<file path="src/rtl/sram_arbiter.sv">
// sram_arbiter: round-robin arbiter sharing one single-port SRAM among NumReq requesters
// Ports: clk_i/rst_i clock and async active-high reset; req_i/we_i/addr_i/wdata_i/wmask_i
// packed requester fields; gnt_o one-hot grant; rdata_o/rvalid_o routed read response;
// ram_* SRAM macro side; err_o sticky unexpected/lost response flag.
// Optional SRAM_ARB_BURST_HOLD_EN keeps granting a requester for up to MaxHold cycles.
module sram_arbiter #(
  parameter int NumReq  = 2,
  parameter int Aw      = 12,
  parameter int Dw      = 32,
  parameter int Latency = 1,
  parameter int MaxHold = 4
) (
  input  logic                 clk_i,
  input  logic                 rst_i,
  input  logic [NumReq-1:0]    req_i,
  input  logic [NumReq-1:0]    we_i,
  input  logic [NumReq*Aw-1:0] addr_i,
  input  logic [NumReq*Dw-1:0] wdata_i,
  input  logic [NumReq*Dw-1:0] wmask_i,
  output logic [NumReq-1:0]    gnt_o,
  output logic [Dw-1:0]        rdata_o,
  output logic [NumReq-1:0]    rvalid_o,
  output logic                 ram_req_o,
  output logic                 ram_we_o,
  output logic [Aw-1:0]        ram_addr_o,
  output logic [Dw-1:0]        ram_wdata_o,
  output logic [Dw-1:0]        ram_wmask_o,
  input  logic [Dw-1:0]        ram_rdata_i,
  input  logic                 ram_rvalid_i,
  output logic                 err_o
);
  localparam int Pw = $clog2(NumReq);
  if (NumReq < 2 || NumReq > 8 || Latency < 1 || Latency > 4 || MaxHold < 1) begin : g_bad
    $error("sram_arbiter: parameter out of range");
  end
  logic [Pw-1:0] r_ptr;
  logic [Pw-1:0] w_rr_win;
  logic          w_rr_any;
  logic [Pw-1:0] w_win;
  logic          w_any;
  logic [Latency-1:0] r_pv;
  logic [Pw-1:0]      r_pi [Latency];
  logic               r_err;
  logic               w_lv;
  logic [Pw-1:0]      w_li;
  always_comb begin
    w_rr_win = '0;
    w_rr_any = 1'b0;
    for (int o = NumReq - 1; o >= 0; o--) begin
      if (req_i[(int'(r_ptr) + o) % NumReq]) begin
        w_rr_win = Pw'((int'(r_ptr) + o) % NumReq);
        w_rr_any = 1'b1;
      end
    end
  end
`ifdef SRAM_ARB_BURST_HOLD_EN
  localparam int Hw = $clog2(MaxHold + 1);
  logic [Pw-1:0] r_hold_idx;
  logic [Hw-1:0] r_hold_cnt;
  logic          w_hold;
  assign w_hold = r_hold_cnt != '0 && r_hold_cnt < Hw'(MaxHold) && req_i[r_hold_idx];
  assign w_win  = w_hold ? r_hold_idx : w_rr_win;
  assign w_any  = (w_hold | w_rr_any) & ~rst_i;
  always_ff @(posedge clk_i or posedge rst_i) begin
    if (rst_i) begin
      r_hold_idx <= '0;
      r_hold_cnt <= '0;
    end else if (!w_any) begin
      r_hold_cnt <= '0;
    end else if (w_hold) begin
      r_hold_cnt <= r_hold_cnt + Hw'(1);
    end else begin
      r_hold_idx <= w_win;
      r_hold_cnt <= Hw'(1);
    end
  end
`else
  assign w_win = w_rr_win;
  assign w_any = w_rr_any & ~rst_i;
`endif
  assign gnt_o       = w_any ? (NumReq'(1) << w_win) : '0;
  assign ram_req_o   = w_any;
  assign ram_we_o    = w_any & we_i[w_win];
  assign ram_addr_o  = w_any ? addr_i[int'(w_win)*Aw +: Aw] : '0;
  assign ram_wdata_o = w_any ? wdata_i[int'(w_win)*Dw +: Dw] : '0;
  assign ram_wmask_o = w_any ? wmask_i[int'(w_win)*Dw +: Dw] : '0;
  assign w_lv     = r_pv[Latency-1];
  assign w_li     = r_pi[Latency-1];
  assign rvalid_o = (ram_rvalid_i && w_lv) ? (NumReq'(1) << w_li) : '0;
  assign rdata_o  = ram_rdata_i;
  assign err_o    = r_err;
  always_ff @(posedge clk_i or posedge rst_i) begin
    if (rst_i) begin
      r_ptr <= '0;
      r_pv  <= '0;
      r_err <= 1'b0;
      for (int k = 0; k < Latency; k++) r_pi[k] <= '0;
    end else begin
      if (w_any) r_ptr <= (w_win == Pw'(NumReq - 1)) ? '0 : w_win + Pw'(1);
      r_pv[0] <= w_any & ~we_i[w_win];
      r_pi[0] <= w_win;
      for (int k = Latency - 1; k > 0; k--) begin
        r_pv[k] <= r_pv[k-1];
        r_pi[k] <= r_pi[k-1];
      end
      // a response with nothing outstanding, or an outstanding read with no response
      r_err <= r_err | (ram_rvalid_i != w_lv);
    end
  end
endmodule

</file>
<file path="config.mk">
export PLATFORM = sky130hd
export DESIGN_NAME = sram_arbiter
export DESIGN_NICKNAME = d
export VERILOG_FILES = /design/src/rtl/sram_arbiter.sv
export SDC_FILE = /design/constraint.sdc
export NUM_CORES = 1
export LEC_CHECK = 0
export ABC_AREA = 1
export CORE_AREA = 8 8 113 115
export DETAILED_ROUTE_END_ITERATION = 10
export DIE_AREA = 0 0 121 123
export PLACE_DENSITY_LB_ADDON = 0.1
export REMOVE_ABC_BUFFERS = 1
export SYNTH_ARGS = -nofsm -noshare
export SYNTH_HDL_FRONTEND = slang
export SYNTH_SLANG_ARGS = --single-unit
</file>
<file path="constraint.sdc">
create_clock -name clk_i -period 3.96 [get_ports clk_i]
set_clock_uncertainty 0.05 [all_clocks]
set_input_delay 0.792 -clock clk_i [delete_from_list [all_inputs] [get_ports clk_i]]
set_output_delay 0.792 -clock clk_i [all_outputs]
set_load 0.01 [all_outputs]
</file>
# After elaboration in Yosys (flattened, before gate mapping)

Index checks and enable logic that the tools add are counted.

Bits in registers: 4
Word-level logic and storage cells: 41

$add $sub $neg: 2
$mul: 1
$lt $le $gt $ge: 3
Equality and inequality tests: 1
Shift operators: 5
Mux-type cells: 17
Bitwise logic cells: 7
Reductions and logical operators: 1

Operator list:

| operator              | number |
|---|---|
| $shiftx A64 B7 Y32    | 2 |
| $mux W32              | 2 |
| $shiftx A24 B6 Y12    | 1 |
| $mux W1               | 12 |
| $mux W12              | 1 |
| $lt A1 B2 Y1 const B  | 2 |
| $mux W2               | 2 |
| $shl A1 B1 Y2 const A | 2 |
| $and A1 B1 Y1         | 3 |
| $lt A2 B3 Y1 const B  | 1 |
| $mul A1 B2 Y3 const B | 1 |
| $add A1 B1 Y1 const B | 2 |
| $not A1 Y1            | 2 |
| $and A1 B1 Y1 const A | 1 |
| $logic_and A1 B1 Y1   | 1 |
| $ne A1 B1 Y1          | 1 |
| $or A1 B1 Y1          | 1 |

# Depth between registers and ports, before layout

Gate-level depths: netlist of the first run.

Depth in word-level cells: 11
Mapped depth: 8
Gate-level depth less buffers: 6

# Worst setup path after synthesis of the first run

No wires, ideal clock.

Path kind: input port to output port
Start point: input req_i[0]
End point: output ram_wmask_o[10]
Data arrival time: 1.517 ns
Required time: 3.118 ns
Slack: 1.601 ns
Stages: 7
Path buffers: 2
Cell sequence: nand2_1 -> nand2_2 -> nor2_4 -> buf_6 -> buf_6 -> nand2_1 -> nand2_1

Cells in the longest elaborated chain, start to end: 7
Elaborated cells on any way between the ends: 12
Classes of those cells: shift (1); mux (10); bitwise (1)

RTL lines:

| what                                                | RTL line | RTL |
|---|---|---|
| start: declaration                                  | 15       | `input logic [NumReq-1:0] req_i,` |
| $mux W1 (not written as such) (3 in series)         | 50       | `if (req_i[(int'(r_ptr) + o) % NumReq]) begin` |
| $mux W1 (2 in series)                               | 50       |  |
| $shiftx A64 B7 Y32 or $and A1 B1 Y1 (tied branches) | 86, 79   |  |
| $mux W32 (*)                                        | 86       | `assign ram_wmask_o = w_any ? wmask_i[int'(w_win)*Dw +: Dw] : '0;` |
| end: declaration                                    | 27       | `output logic [Dw-1:0] ram_wmask_o,` |

Every way passes the cells marked *; elsewhere a longest branch is shown, timed or not. The select of a mux whose other input is x is not followed.

# Worst setup path in the final report of the first run

Start point: input req_i[0]
End point: output ram_wdata_o[0]

Cells in the longest elaborated chain, start to end: 7
Elaborated cells on any way between the ends: 12
Classes of those cells: shift (1); mux (10); bitwise (1)

RTL lines:

| what                                                | RTL line | RTL |
|---|---|---|
| $mux W1 (not written as such) (3 in series)         | 50       |  |
| $mux W1 (2 in series)                               | 50       |  |
| $shiftx A64 B7 Y32 or $and A1 B1 Y1 (tied branches) | 85, 79   |  |
| $mux W32 (*)                                        | 85       | `assign ram_wdata_o = w_any ? wdata_i[int'(w_win)*Dw +: Dw] : '0;` |
| end: declaration                                    | 26       | `output logic [Dw-1:0] ram_wdata_o,` |

Marks and branches as above.

==> flow_metrics.env, run 1 <==
export IMPL_ys_seq_elements=4
export IMPL_fp_dieW_um=121
export IMPL_initial_utilization=0.1416
export IMPL_path_max_fanout=35
export IMPL_p_switching_mw=0.2070
export IMPL_htreeDepth=1
export IMPL_cts_buffer_depth=2
export IMPL_leakage_nw=1.758
export IMPL_fp_coreArea_mm2=0.01108
export IMPL_fin_area_mm2=0.003929
export IMPL_hold_buffers=0
export IMPL_cp_buffers_inverters=3
export IMPL_dpl_hpwl_um=9520
export IMPL_drive_gt1_frac=0.02358
export IMPL_postCtsResizedCells=0
export IMPL_r2r_start="r_ptr"
export IMPL_hold_end="err_o"
export IMPL_ant_nets=0
export IMPL_slew_violations=0
export IMPL_cpLargestDelayFamily="buffers and inverters"
export IMPL_rrSetupSlack_ps=2580
export IMPL_rsz0062_at_grt="no"
export IMPL_area_growth_pct=150.4
export IMPL_required_ps=3120
export IMPL_final_nets=703
export IMPL_synth_cell_types=15
export IMPL_p_seq_frac=0.069
export IMPL_post_route_period_util=0.8877
export IMPL_wl_um=11420
export IMPL_finalSetupViolCount=0
export IMPL_grt_pass1_wl_um=15560
export IMPL_place_area_mm2=0.003854
export IMPL_ys_warn_count=0
export IMPL_synthCells=316
export IMPL_setup_tns_ps=0
export IMPL_path_class="input port to output pin"
export IMPL_setup_ws_ps=444.7
export IMPL_status="finished, final reports clean"
export IMPL_crit_path_end_kind="output pin"
export IMPL_fp_dieArea_mm2=0.01488
export IMPL_cts_tree="built"
export IMPL_fmax_ghz=0.2845
export IMPL_slowest_stage="clkdlybuf4s50_1"
export IMPL_via_per_inst=4.087
export IMPL_vias=2665
export IMPL_grt_start_max_net_pins=80
export IMPL_worst_pin_slew_ps=378.9
export IMPL_grt_overflow=0
export IMPL_std_cell_rows=39
export IMPL_drv_cap=0
export IMPL_path_cells="clkdlybuf4s50_1, nand2_1, nand2_2, buf_4, nand3_1, nand2_1, clkdlybuf4s50_1"
export IMPL_drt_pre_antenna_iters=4
export IMPL_r2r_end="r_pv"
export IMPL_drc=0
export IMPL_period_minus_slack_ps=3515
export IMPL_clock_root_buffer="clkbuf_16"
export IMPL_crit_arrival_ps=2670
export IMPL_syn_area_per_cell_um2=4.965
export IMPL_first_iter_violations=113
export IMPL_max_stage_delay_ps=550
export IMPL_power_frac_comb=0.696
export IMPL_clock_power_share=0.235
export IMPL_ioPinCount=306
export IMPL_internal_power_mw=0.4559
export IMPL_grt_util_all_layers=0.1364
export IMPL_power_density_mw_per_mm2=168.8
export IMPL_cts_setup_buffers=0
export IMPL_crit_path_start_kind="input port"
export IMPL_cts_buffers=3
export IMPL_dp_slack_ps=443.0
export IMPL_rr_worst_depth=7
export IMPL_grt_pass1_vias=2689
export IMPL_gp_congestion=0.7948
export IMPL_relSlewSlack=0.7474
export IMPL_yosysSeqAreaShare=0.06380
export IMPL_insertedDiodeCount=0
export IMPL_hold_class="flip-flop to flip-flop"
export IMPL_netlist_area_mm2=0.001569
export IMPL_finalHoldViolations=0
export IMPL_ir_drop_v=0.0001923
export IMPL_numPortBuffers=241
export IMPL_die_h_um=123
export IMPL_holdPathStages=1
export IMPL_swShare=0.3123
export IMPL_grt_antenna_before_repair=0
export IMPL_path_clk_slew_ps=30
export IMPL_hp_start="err_o"
export IMPL_clkLatencyLatePin_ps=220
export IMPL_numClockSinks=4
export IMPL_wire_per_inst_um=17.51
==> power groups by stage <==
stage                     combinational, mW  sequential, mW  clock [mW]
final                                 0.461          0.0455       0.156
after floorplan                       0.137          0.0456           0
after CTS                             0.470          0.0456       0.159
after global routing                  0.500          0.0461       0.162
after global placement                0.466          0.0459           0
after detailed placement              0.468          0.0459           0
==> through the flow <==
stage	power, mW	hold WS (ps)	utilization	instances
final	0.6630	422.6	0.3547	652
after detailed placement	0.5134	417.2	0.3479	649
after CTS	0.6741	427.6	0.3547	652
after global placement	0.5123	407.6	0.3479	649
after floorplan	0.1823	416.2	-	260
after global routing	0.7084	438.7	0.3547	652
==> cells by family (layout without fill, tap and decap cells) <==
group,Yosys count,count (layout),synth area share
adders and majority gates,1,1,0.007973
buffers and inverters,64,257,0.2656
and+or+nand+nor,247,247,0.6627
DFF,4,4,0.06380
==> cell usage after synthesis <==
| cell type | n | area [um^2] |
|---|---|---|
| nand2_2 | 1 | 6.260 |
| inv_1 | 8 | 30.03 |
| buf_6 | 4 | 45.04 |
| or2_2 | 1 | 6.260 |
| ha_1 | 1 | 12.51 |
| nand3_1 | 78 | 390.4 |
| nand2_1 | 158 | 593.1 |
| buf_2 | 12 | 60.06 |
| buf_4 | 35 | 262.8 |
| buf_1 | 3 | 11.26 |
| nor2_2 | 1 | 6.260 |
| nor2_4 | 1 | 11.26 |
| nor2_1 | 7 | 26.28 |
| dfrtp_1 | 4 | 100.1 |
| clkbuf_1 | 2 | 7.510 |
==> layout by cell type, fill, tap and decap left out, drive strengths merged <==
cell type	instances
or2	1
clkbuf	3
nor2	9
ha	1
inv	8
buf	5
dfrtp	4
nand3	78
clkdlybuf4s50	241
nand2	159
==> final cells by class <==
cell class,count,area (um^2)
Clock buffer,3,75.07
Tap cell,143,178.9
Fill cell,1225,7148
Inverter,8,30.03
Timing Repair Buffer,246,2487
Multi-Input combinational cell,248,1057
Sequential cell,4,100.1
==> sequential cells by signal, indices dropped and copies added (netlist names) <==
register / count
err_o: 1
r_pi: 1
r_ptr: 1
r_pv: 1
==> worst reg2reg max path, delay by kind of cell, from the launching register on <==
kind          cells  cell delay [ps]
simple gates      5              420
flops             1              370
buf+inv           2              430
==> per-layer routing <==
metal,vias to the layer above,part of all wire,track usage
met4,2,0.0028,0.01171
met3,6,0.13,0.08037
li1,1350,-,-
met5,-,0.0054,0.03289
met2,160,0.47,0.2242
met1,1147,0.38,0.1524
==> how the worst max path moves through the flow <==
| stage | cells past startpoint | from | to | slack, ps |
|---|---|---|---|---|
| floorplan | 5 | req_i[0] | ram_addr_o[0] | 290 |
| global placement | 7 | req_i[0] | ram_addr_o[9] | 460 |
| detailed placement | 7 | req_i[0] | ram_wmask_o[1] | 440 |
| CTS | 7 | req_i[0] | ram_wmask_o[1] | 430 |
| global route | 7 | req_i[0] | ram_wmask_o[29] | 310 |
| finish | 7 | req_i[0] | ram_wdata_o[0] | 440 |
No activity file was read; power rests on OpenSTA's default activity.
==> run 2, diff against run 1 <==
- clock period: 3.96 -> 4.2 ns (I/O delays scaled with it)
==> run 2 against run 1 <==
Net effect: global-route usage is essentially flat; via count shrank 0.45%; die area is the same; clock power shrank 5%.
==> flow_metrics.env, run 2 (same netlist as run 1, synthesis figures left out) <==
export IMPL_met3WireLength_um=1453
export IMPL_insertedDiodeCount=0
export IMPL_crit_arrival_ps=2760
export IMPL_drv_cap=0
export IMPL_clkLatencyLatePin_ps=220
export IMPL_worst_pin_slew_ps=464.7
export IMPL_grt_pass1_wl_um=15680
export IMPL_multi_input_area_mm2=0.001057
export IMPL_grt_start_max_net_pins=65
export IMPL_slew_violations=0
export IMPL_ir_drop_v=0.0001310
export IMPL_fin_area_mm2=0.003924
export IMPL_crit_path_start_kind="input port"
export IMPL_hold_buffers=0
export IMPL_met2WireLength_um=5289
export IMPL_leakage_nw=1.758
export IMPL_wl_um=11300
export IMPL_place_area_mm2=0.003849
export IMPL_grt_util_all_layers=0.1362
export IMPL_seq_area_um2=100.1
export IMPL_highest_layer="met5"
export IMPL_cts_setup_buffers=0
export IMPL_power_density_mw_per_mm2=158.9
export IMPL_setup_tns_ps=0
export IMPL_period_minus_slack_ps=3649
export IMPL_fp_dieW_um=121
export IMPL_numClockSinks=4
export IMPL_nFillCells=1227
export IMPL_path_class="input port to output pin"
export IMPL_cts_buffers=3
export IMPL_die_h_um=123
export IMPL_cts_buffer_depth=2
export IMPL_status="finished, final reports clean"
export IMPL_via_per_inst=4.063
export IMPL_drt_pre_antenna_iters=4
export IMPL_final_nets=704
export IMPL_rsz0062_at_grt="no"
export IMPL_numPortBuffers=241
export IMPL_fin_cells=653
export IMPL_hold_class="flip-flop to flip-flop"
export IMPL_post_route_period_util=0.8688
export IMPL_vias=2653
export IMPL_met1_length_um=4415
export IMPL_relSlewSlack=0.6902
export IMPL_fp_dieArea_mm2=0.01488
export IMPL_path_clk_slew_ps=30
export IMPL_finalSetupViolCount=0
export IMPL_drc=0
export IMPL_grt_overflow=0
export IMPL_gp_congestion=0.7923
export IMPL_postCtsResizedCells=0
export IMPL_path_max_fanout=44
export IMPL_dp_cells=650
export IMPL_drive_gt1_frac=0.02549
export IMPL_initial_utilization=0.1416
export IMPL_clock_root_buffer="clkbuf_16"
export IMPL_area_growth_pct=150.1
export IMPL_dpl_hpwl_um=9465
export IMPL_layout_common_cells="241 x clkdlybuf4s50_1, 158 x nand2_1, 78 x nand3_1, 8 x inv_1, 7 x nor2_1"
export IMPL_final_common_cell="clkdlybuf4s50_1"
export IMPL_wire_per_inst_um=17.30
export IMPL_finalHoldViolations=0
export IMPL_std_cell_rows=39
export IMPL_grt_pass1_vias=2728
export IMPL_ioPinCount=306
export IMPL_ant_nets=0
export IMPL_fmax_ghz=0.2740
export IMPL_htreeDepth=1
export IMPL_first_iter_violations=78
export IMPL_grt_antenna_before_repair=0
export IMPL_fp_coreArea_mm2=0.01108
export IMPL_crit_path_end_kind="output pin"
export IMPL_cts_tree="built"
export IMPL_required_ps=3310
-- run 2: metal layers --
metal	vias to the layer above	global-route usage
li1	1351	-
met4	2	0.01561
met3	8	0.07900
met2	161	0.2231
met1	1131	0.1521
met5	-	0.03289
-- run 2: area by class of cell --
cell class	instances	area share
clock buffers	3	0.01913
well taps	143	0.04560
repair buffers	247	0.6327
multi-input cells	248	0.2695
flip-flops and latches	4	0.02551
inverters	8	0.007653
-- run 2: worst max-delay path: stages --
cell and delay (ps):
clkdlybuf4s50_1 490, nand2_1 100, nand2_2 110, buf_4 410
nand3_1 140, nand2_1 90, clkdlybuf4s50_1 560
-- run 2: where the power goes --
part,switching (mW),leakage [nW],internal [mW]
registers,0.00148,0.0451,0.0416
clock network,0.0264,0.0370,0.122
logic,0.167,1.68,0.265
-- run 2: worst paths after layout --
path                       slack (ps)       endpoint      from  depth (start not counted)
min                               420          err_o     err_o                          1
max in group asynchronous        3000          r_ptr     rst_i                          2
min reg2reg                       420          err_o     err_o                          1
max                               550  ram_addr_o[3]  req_i[0]                          7
min in group asynchronous         950          err_o     rst_i                          2
max reg2reg                      2860           r_pv     r_ptr                          7
-- run 2: through the flow --
step,hold slack (ps),setup slack (ps),utilization,power (mW)
after floorplan,416.2,433.4,-,0.1719
after global placement,408.6,551.7,0.3475,0.4824
after detailed placement,410.0,529.7,0.3475,0.4819
after CTS,420.7,521.7,0.3542,0.6335
after global routing,436.8,369.7,0.3542,0.6674
final,417.4,550.8,0.3542,0.6236
